$ cat config.mk
export PLATFORM = sky130hd
export DESIGN_NAME = crc_stream_engine
export DESIGN_NICKNAME = d
export VERILOG_FILES = /design/src/rtl/crc_stream_engine.sv
export SDC_FILE = /design/constraint.sdc
export NUM_CORES = 1
export LEC_CHECK = 0
export BUFFER_PORTS_ARGS = -buffer_cell sky130_fd_sc_hd__buf_2
export CORE_MARGIN = 3
export CORE_UTILIZATION = 25
export DETAILED_ROUTE_END_ITERATION = 16
export SKIP_LAST_GASP = 1
export SYNTH_ARGS = -nofsm -noshare
export SYNTH_HDL_FRONTEND = slang
export SYNTH_SLANG_ARGS = --single-unit
export TNS_END_PERCENT = 50
$ cat constraint.sdc
create_clock -name clk -period 3.1 [get_ports clk]
set_input_delay 0.31 -clock clk [delete_from_list [all_inputs] [get_ports clk]]
set_output_delay 0.31 -clock clk [all_outputs]
set_load 0.01 [all_outputs]
$ cat src/rtl/crc_stream_engine.sv
// Streaming CRC engine: generic CRC up to 32 bits over DATA_W-bit beats with valid/ready
// handshakes, partial last beats and a residue-check flag for RX frames.
module crc_stream_engine #(
    parameter int          CRC_W   = 16,
    parameter logic [31:0] POLY    = 32'h0000_1021,
    parameter logic [31:0] INIT    = 32'h0000_FFFF,
    parameter bit          REFIN   = 1'b0,
    parameter bit          REFOUT  = 1'b0,
    parameter logic [31:0] XOROUT  = 32'h0000_0000,
    parameter int          DATA_W  = 8,
    parameter logic [31:0] RESIDUE = 32'h0000_0000
) (
    input  logic                        clk,
    input  logic                        rst_n,
    input  logic                        in_valid,
    output logic                        in_ready,
    input  logic [DATA_W-1:0]           in_data,
    input  logic                        in_sof,
    input  logic                        in_eof,
    input  logic [$clog2(DATA_W/8):0]   in_nbytes,
    output logic                        crc_valid,
    input  logic                        crc_ready,
    output logic [CRC_W-1:0]            crc_out,
    output logic                        crc_ok
);

    localparam int NB  = DATA_W / 8;
    localparam int NBW = $clog2(NB) + 1;

    localparam logic [CRC_W-1:0] POLY_T    = POLY[CRC_W-1:0];
    localparam logic [CRC_W-1:0] INIT_T    = INIT[CRC_W-1:0];
    localparam logic [CRC_W-1:0] XOROUT_T  = XOROUT[CRC_W-1:0];
    localparam logic [CRC_W-1:0] RESIDUE_T = RESIDUE[CRC_W-1:0];
    localparam logic [NBW-1:0]   NB_L      = NBW'(NB);

    typedef enum logic [1:0] {
        S_IDLE,
        S_ACCUM,
        S_DONE
    } state_t;

    state_t             state_q, state_d;
    logic [CRC_W-1:0]   crc_q, crc_d;
    logic [CRC_W-1:0]   crc_out_q;
    logic               crc_ok_q;
    logic               load_res;
    logic               accept;
    logic [NBW-1:0]     act_lanes;
    logic [NB-1:0]      lane_en;

    // Bit-serial LFSR unrolled over every enabled lane; lane 0 is the oldest byte.
    function automatic logic [CRC_W-1:0] crc_update(input logic [CRC_W-1:0] crc_in,
                                                    input logic [DATA_W-1:0] data,
                                                    input logic [NB-1:0]     en);
        logic [CRC_W-1:0] c;
        logic             fb;
        c = crc_in;
        for (int i = 0; i < NB; i++) begin
            if (en[i]) begin
                for (int j = 0; j < 8; j++) begin
                    fb = c[CRC_W-1] ^ (REFIN ? data[8*i+j] : data[8*i+7-j]);
                    c  = {c[CRC_W-2:0], 1'b0} ^ (fb ? POLY_T : '0);
                end
            end
        end
        return c;
    endfunction

    function automatic logic [CRC_W-1:0] crc_final(input logic [CRC_W-1:0] raw);
        logic [CRC_W-1:0] r;
        for (int i = 0; i < CRC_W; i++) begin
            r[i] = REFOUT ? raw[CRC_W-1-i] : raw[i];
        end
        return r ^ XOROUT_T;
    endfunction

    assign crc_valid = (state_q == S_DONE);
    assign in_ready  = !crc_valid || crc_ready;
    assign accept    = in_valid && in_ready;
    assign crc_out   = crc_out_q;
    assign crc_ok    = crc_ok_q;

    // Out-of-range lane counts fall back to a full beat.
    always_comb begin
        act_lanes = NB_L;
        if (in_eof && in_nbytes != '0 && in_nbytes <= NB_L) begin
            act_lanes = in_nbytes;
        end
        for (int i = 0; i < NB; i++) begin
            lane_en[i] = (NBW'(i) < act_lanes);
        end
    end

    // NOTE: every always_comb output gets a default first so no path can infer a latch.
    always_comb begin
        state_d  = state_q;
        crc_d    = crc_q;
        load_res = 1'b0;
        if (state_q == S_DONE && crc_ready) begin
            state_d = S_IDLE;
        end
        if (accept) begin
            if (in_sof) begin
                crc_d    = crc_update(INIT_T, in_data, lane_en);
                state_d  = in_eof ? S_DONE : S_ACCUM;
                load_res = in_eof;
            end else if (state_q == S_ACCUM) begin
                crc_d    = crc_update(crc_q, in_data, lane_en);
                state_d  = in_eof ? S_DONE : S_ACCUM;
                load_res = in_eof;
            end
        end
    end

    // NOTE: sequential state uses non-blocking assignments so all registers update together.
    always_ff @(posedge clk or negedge rst_n) begin
        if (!rst_n) begin
            state_q   <= S_IDLE;
            crc_q     <= INIT_T;
            crc_out_q <= '0;
            crc_ok_q  <= 1'b0;
        end else begin
            state_q <= state_d;
            crc_q   <= crc_d;
            if (load_res) begin
                crc_out_q <= crc_final(crc_d);
                crc_ok_q  <= (crc_d == RESIDUE_T);
            end
        end
    end

endmodule

Word-level counts from Yosys, hierarchy flattened
Cells that the tools add are included.
{ "op_classes": {"eq_ne": 2, "muxes": 30, "n_reduce_logical": 7, "bitwise_logic": 31, "shifts": 0, "multipliers": 0, "add_sub_neg": 0, "order_cmp": 2, "n_div": 0} }
{ "op_table": {"columns": ["operator", "count"], "rows": [
  ["16-bit by 13-bit bitwise XOR with 16-bit output", 15],
  ["13-bit two-way mux", 16],
  ["16-bit two-way mux", 5],
  ["16-bit logical NOT", 1],
  ["12-bit NOT with 15-bit output", 1],
  ["1-bit bitwise XOR", 15],
  ["2-bit two-way mux", 5],
  ["1-bit logical AND", 4],
  ["1-bit two-way mux", 4],
  ["2-bit by 1-bit equality test with 1-bit output (second input constant)", 1],
  ["2-bit equality test (second input constant)", 1],
  ["1-bit less-or-equal comparator (second input constant)", 1],
  ["1-bit logical NOT", 1],
  ["1-bit logical OR", 1],
  ["1-bit < comparator (first input constant)", 1]
]} }
{ "totals": {"romBits": 0, "mem_bits_rw": 0, "out_inout_bits": 19, "n_memories": 0, "word_cells": 76, "input_bits": 15, "latchBits": 0, "reg_bits": 35} }

Depth between registers and ports, before layout
{ "logic_depth": {"ltp_word": 29, "mapped_depth": 9, "depth_no_buf": 7} }

Least setup slack after synthesis
OpenSTA, ideal clock, no wires.
{ "synth_timing": {"path_type": "register to register", "start": "register crc_q[13]", "end": "register crc_ok_q, in the netlist crc_ok", "setup_slack_ps": 867, "setup_ps": 95, "arrival_ps": 2137, "t_required_ps": 3005, "path_stages_with_launch": 8, "cell_sequence": "dfstp_2 > xor2_1 > xnor2_1 > a21oi_1 > o32ai_1 > a21oi_1 > or4_1 > o32ai_2"} }
{ "synth_via": {"elab_chain_len": 17} }
{ "synth_lines": {"columns": ["element", "line_no", "source"], "rows": [
  ["start: declaration", "43", "logic [CRC_W-1:0] crc_q, crc_d;"],
  ["start signal: assignment", "124", "crc_q <= crc_d;"],
  ["16-bit by 13-bit bitwise XOR with 16-bit output (2 in series)", "62", "c = {c[CRC_W-2:0], 1'b0} ^ (fb ? POLY_T : '0);"],
  ["1-bit bitwise XOR", "61", "fb = c[CRC_W-1] ^ (REFIN ? data[8*i+j] : data[8*i+7-j]);"],
  ["13-bit two-way mux", "62", null],
  ["16-bit by 13-bit bitwise XOR with 16-bit output (4 in series)", "62", null],
  ["1-bit bitwise XOR", "61", null],
  ["13-bit two-way mux", "62", null],
  ["16-bit by 13-bit bitwise XOR with 16-bit output (2 in series)", "62", null],
  ["16-bit two-way mux", "59", "if (en[i]) begin"],
  ["16-bit two-way mux", "107", "end else if (state_q == S_ACCUM) begin"],
  ["16-bit two-way mux", "103", "if (in_sof) begin"],
  ["16-bit two-way mux", "102", "if (accept) begin"],
  ["net crc_d[6]", "43", null],
  ["16-bit logical NOT", "127", "crc_ok_q <= (crc_d == RESIDUE_T);"],
  ["end signal: assignment", "127", null],
  ["end: declaration", "45", "logic crc_ok_q;"]
]} }
The timed path passes the listed nets, and every way through them passes these cells.
A chain may end at the register's enable or synchronous reset.

Final worst setup path
{ "layout_timing": {"start": "register state_q[0]", "end": "register crc_ok_q, in the netlist crc_ok"} }
{ "layout_via": {"elab_chain_len": 6, "elab_cells_between_ends": 12, "classes_between": "eq/ne (2); mux (6); reduce/logical (4)"} }
{ "layout_lines": {"columns": ["element", "line_no", "source"], "rows": [
  ["start: declaration", "42", "state_t state_q, state_d;"],
  ["start signal: assignment", "123", "state_q <= state_d;"],
  ["2-bit equality test", "77", "assign crc_valid = (state_q == S_DONE);"],
  ["1-bit logical NOT", "78", "assign in_ready = !crc_valid || crc_ready;"],
  ["1-bit logical OR", "78", null],
  ["1-bit logical AND", "79", "assign accept = in_valid && in_ready;"],
  ["16-bit two-way mux *", "102", null],
  ["net crc_d[13]", "43", null],
  ["16-bit logical NOT *", "127", null]
]} }
Mark *: on every way through the listed nets, which the timed path passes. The rest lies on a longest branch.

==> results_dict.tcl <==
set metrics [dict create \
    diodes 0 \
    r2r_slack_ps 540 \
    grt_pass1_wl_mm 7.96 \
    crit_end "crc_ok$_DFFE_PN0P_" \
    grt_usage_pct 11.6 \
    wl_per_cell_um 15.5 \
    hpwl_mm 3.66 \
    post_dp_cell_area_mm2 0.00224 \
    hold_slack_ps 86.7 \
    layout_common_cells "32 x buf_2, 20 x xnor2_1, 19 x dfrtp_1, 16 x dfstp_2, 14 x mux2_2" \
    p_comb_share_pct 42.3 \
    ys_types 48 \
    ys_async_sr_fraction_pct 100 \
    wirelength_mm 4.91 \
    via_count 1500 \
    switching_share_pct 36.9 \
    portBuffers 32 \
    antenna_found_initial 0 \
    r2r_start "state_q[0]$_DFF_PN0_" \
    startpoint "state_q[0]$_DFF_PN0_" \
    p_per_area_mw_per_mm2 945 \
    drc 0 \
    p_switching_uw 821 \
    first_global_vias 1533 \
    syn_area_mm2 0.00198 \
    io_pins 34 \
    hp-class "primary input to asynchronous set/reset pin" \
    detail_route.vias_per_cell 4.72 \
    floorplan.initialDensity_pct 26.5 \
    cts-root-buf "clkbuf_8" \
    start_kind "register" \
    pwr-share-clk_pct 18.8 \
    post-route-min-period_ps 2560 \
    grt_max_degree 36 \
    die_x_um 95.0 \
    syn_avg_cell_area_um2 10.7 \
    first_iter_violations 114 \
    worstPathMaxFanout 12 \
    grt-ovfl-total 0 \
    r2r-end "crc_ok$_DFFE_PN0P_" \
    synthesis.nets 201 \
    p_int_mw 1.40 \
    nFillCells 777 \
    synth_edf_count 0 \
    synth_top_area_share_pct 24.0 \
    cts_setup_buffers 0 \
    finalHoldViolations 0 \
    rows 31 \
    die_h_um 95.0 \
    clkTransAtPathRegs_ps 80 \
    use_met2_pct 18.0 \
    clock_latency_ps 290 \
    clockBufferDepth 2 \
    final_net_count 233 \
    seq_area_frac_synth_pct 45.2 \
    cts_resized 0 \
    skew_ps 4.69 \
    setup_violations 0 \
    status "finished clean" \
    cts-htree-levels 2 \
    grtUsageMet1_pct 15.6 \
    irDropWorstVdd_uv 277 \
    die-area_mm2 0.00903 \
    synth_cells 186 \
    fin_crit_sh_pct 82.7 \
    area_growth_pct 18.6 \
    pwr-share-seq_pct 39.0 \
    rsz0062_at_grt "false" \
    ant_nets 0 \
    postLayoutCellArea_mm2 0.00235 \
    synth_seq_cells 35 \
    yosys_warnings 0 \
    synthFlopType "dfrtp_1" \
    synth_area_leaders "dfrtp_1 24%, dfstp_2 21%, xnor2_1 8.8%" \
    critical_path_class "register to register" \
    postCtsHoldBufs 0 \
    numCtsBuffers 5 \
    worst_ep_arrival_time_ps 2770 \
    critPathCaptureType "register" \
    drtPass1Iterations 4 \
    r2r_cells 6 \
    relSlewSlack_pct 48.7 \
    clock.fmax_mhz 390 \
    worst_pin_slew_ps 770 \
    drive_gt1_share_pct 37.9 \
    required_ps 3300 \
    final_common_cell "buf_2" \
    yosysTopAreaCell "dfrtp_1" \
    drv_slew 0 \
    gp_congestion 0.910 \
    met3_usage_pct 3.08 \
    grt.busiest_layer "met2" \
    max_cap_violations 0 \
    cts.sinks 35 \
    p_leak_nw 0.942 \
    cts_tree "done" \
    fin_tns_setup_ps 0 \
    fp.coreArea_mm2 0.00749 \
]
-- cell usage after synthesis (2+ instances only) --
master / n
and2_1: 2
xor2_2: 2
buf_2: 2
mux2_2: 14
o211ai_1: 4
dfrtp_1: 19
or2b_1: 2
buf_1: 2
nand2_1: 13
a2bb2oi_1: 2
o21ai_0: 6
nor2_1: 11
o221a_2: 2
o22ai_1: 4
xnor2_1: 20
a221oi_1: 2
dfstp_2: 16
nor3b_1: 2
a21oi_1: 13
nand4_1: 2
clkbuf_1: 3
inv_1: 6
nand3_1: 5
xor2_1: 8
-- layer usage --
metal	wire [um]	vias up	share of wire, %
li1	-	728	-
met1	2340	716	48
met2	2190	51	45
met3	329	5	6.7
met4	48	0	0.98
met5	0	-	0
-- cell type report --
type	count	area, um^2	share of cell area [%]
multi-input cells	136	1020	43.5
flip-flops and latches	35	896	38.1
repair buffers	34	175	7.45
well taps	99	124	5.27
clock buffers	6	72.6	3.09
clock inverters	2	37.5	1.60
inverters	6	22.5	0.958
-- state kept, by name, indices dropped and copies added, names as in the netlist --
name,flops
crc_q,16
crc_out,16
state_q,2
crc_ok,1
-- how the worst min path moves through the flow --
stage / from / to / slack, ps / cells after the start
6_report: rst_n / state_q[1]$_DFF_PN0_ / 90 / 1
3_5_place_dp: rst_n / state_q[1]$_DFF_PN0_ / 440 / 1
4_1_cts: rst_n / crc_out[2]$_DFFE_PN0P_ / 120 / 1
3_3_place_gp: rst_n / state_q[1]$_DFF_PN0_ / 440 / 1
5_1_grt: rst_n / crc_out[2]$_DFFE_PN0P_ / 150 / 1
2_1_floorplan: rst_n / crc_ok$_DFFE_PN0P_ / 10 / 0
-- power by group through the flow --
stage	Sequential [mW]	Clock, mW	Combinational (mW)
finish	0.866	0.417	0.939
global route	0.894	0.452	1.03
CTS	0.866	0.431	0.949
detailed placement	0.873	0	0.944
global placement	0.869	0	0.930
floorplan	0.886	0	0.639
-- cells by family after synthesis --
logic type	synth area share [%]
muxes	8.46
AOI/OAI and AO/OA	15.6
buffers and inverters	3.41
DFF	45.2
and+or+nand+nor	13.3
xor gates and xnor gates	14.0
-- metrics by stage --
step | instances | worst slack, ps | util (%) | total power [mW]
6_report | 318 | 538 | 31.4 | 2.22
5_1_grt | 318 | 375 | 31.4 | 2.37
4_1_cts | 318 | 538 | 31.4 | 2.25
3_5_place_dp | 310 | 579 | 29.9 | 1.82
3_3_place_gp | 310 | 586 | 29.9 | 1.80
2_1_floorplan | 186 | 867 | - | 1.52
-- worst max-delay path: stages, from the launching register on --
cell,delay (ps)
dfrtp_1,500
nor3b_2,380
nand2_1,360
o21ai_0,260
a221oi_1,160
or4_4,550
o32ai_2,260
Note: power is estimated with default switching activity, not from simulation.
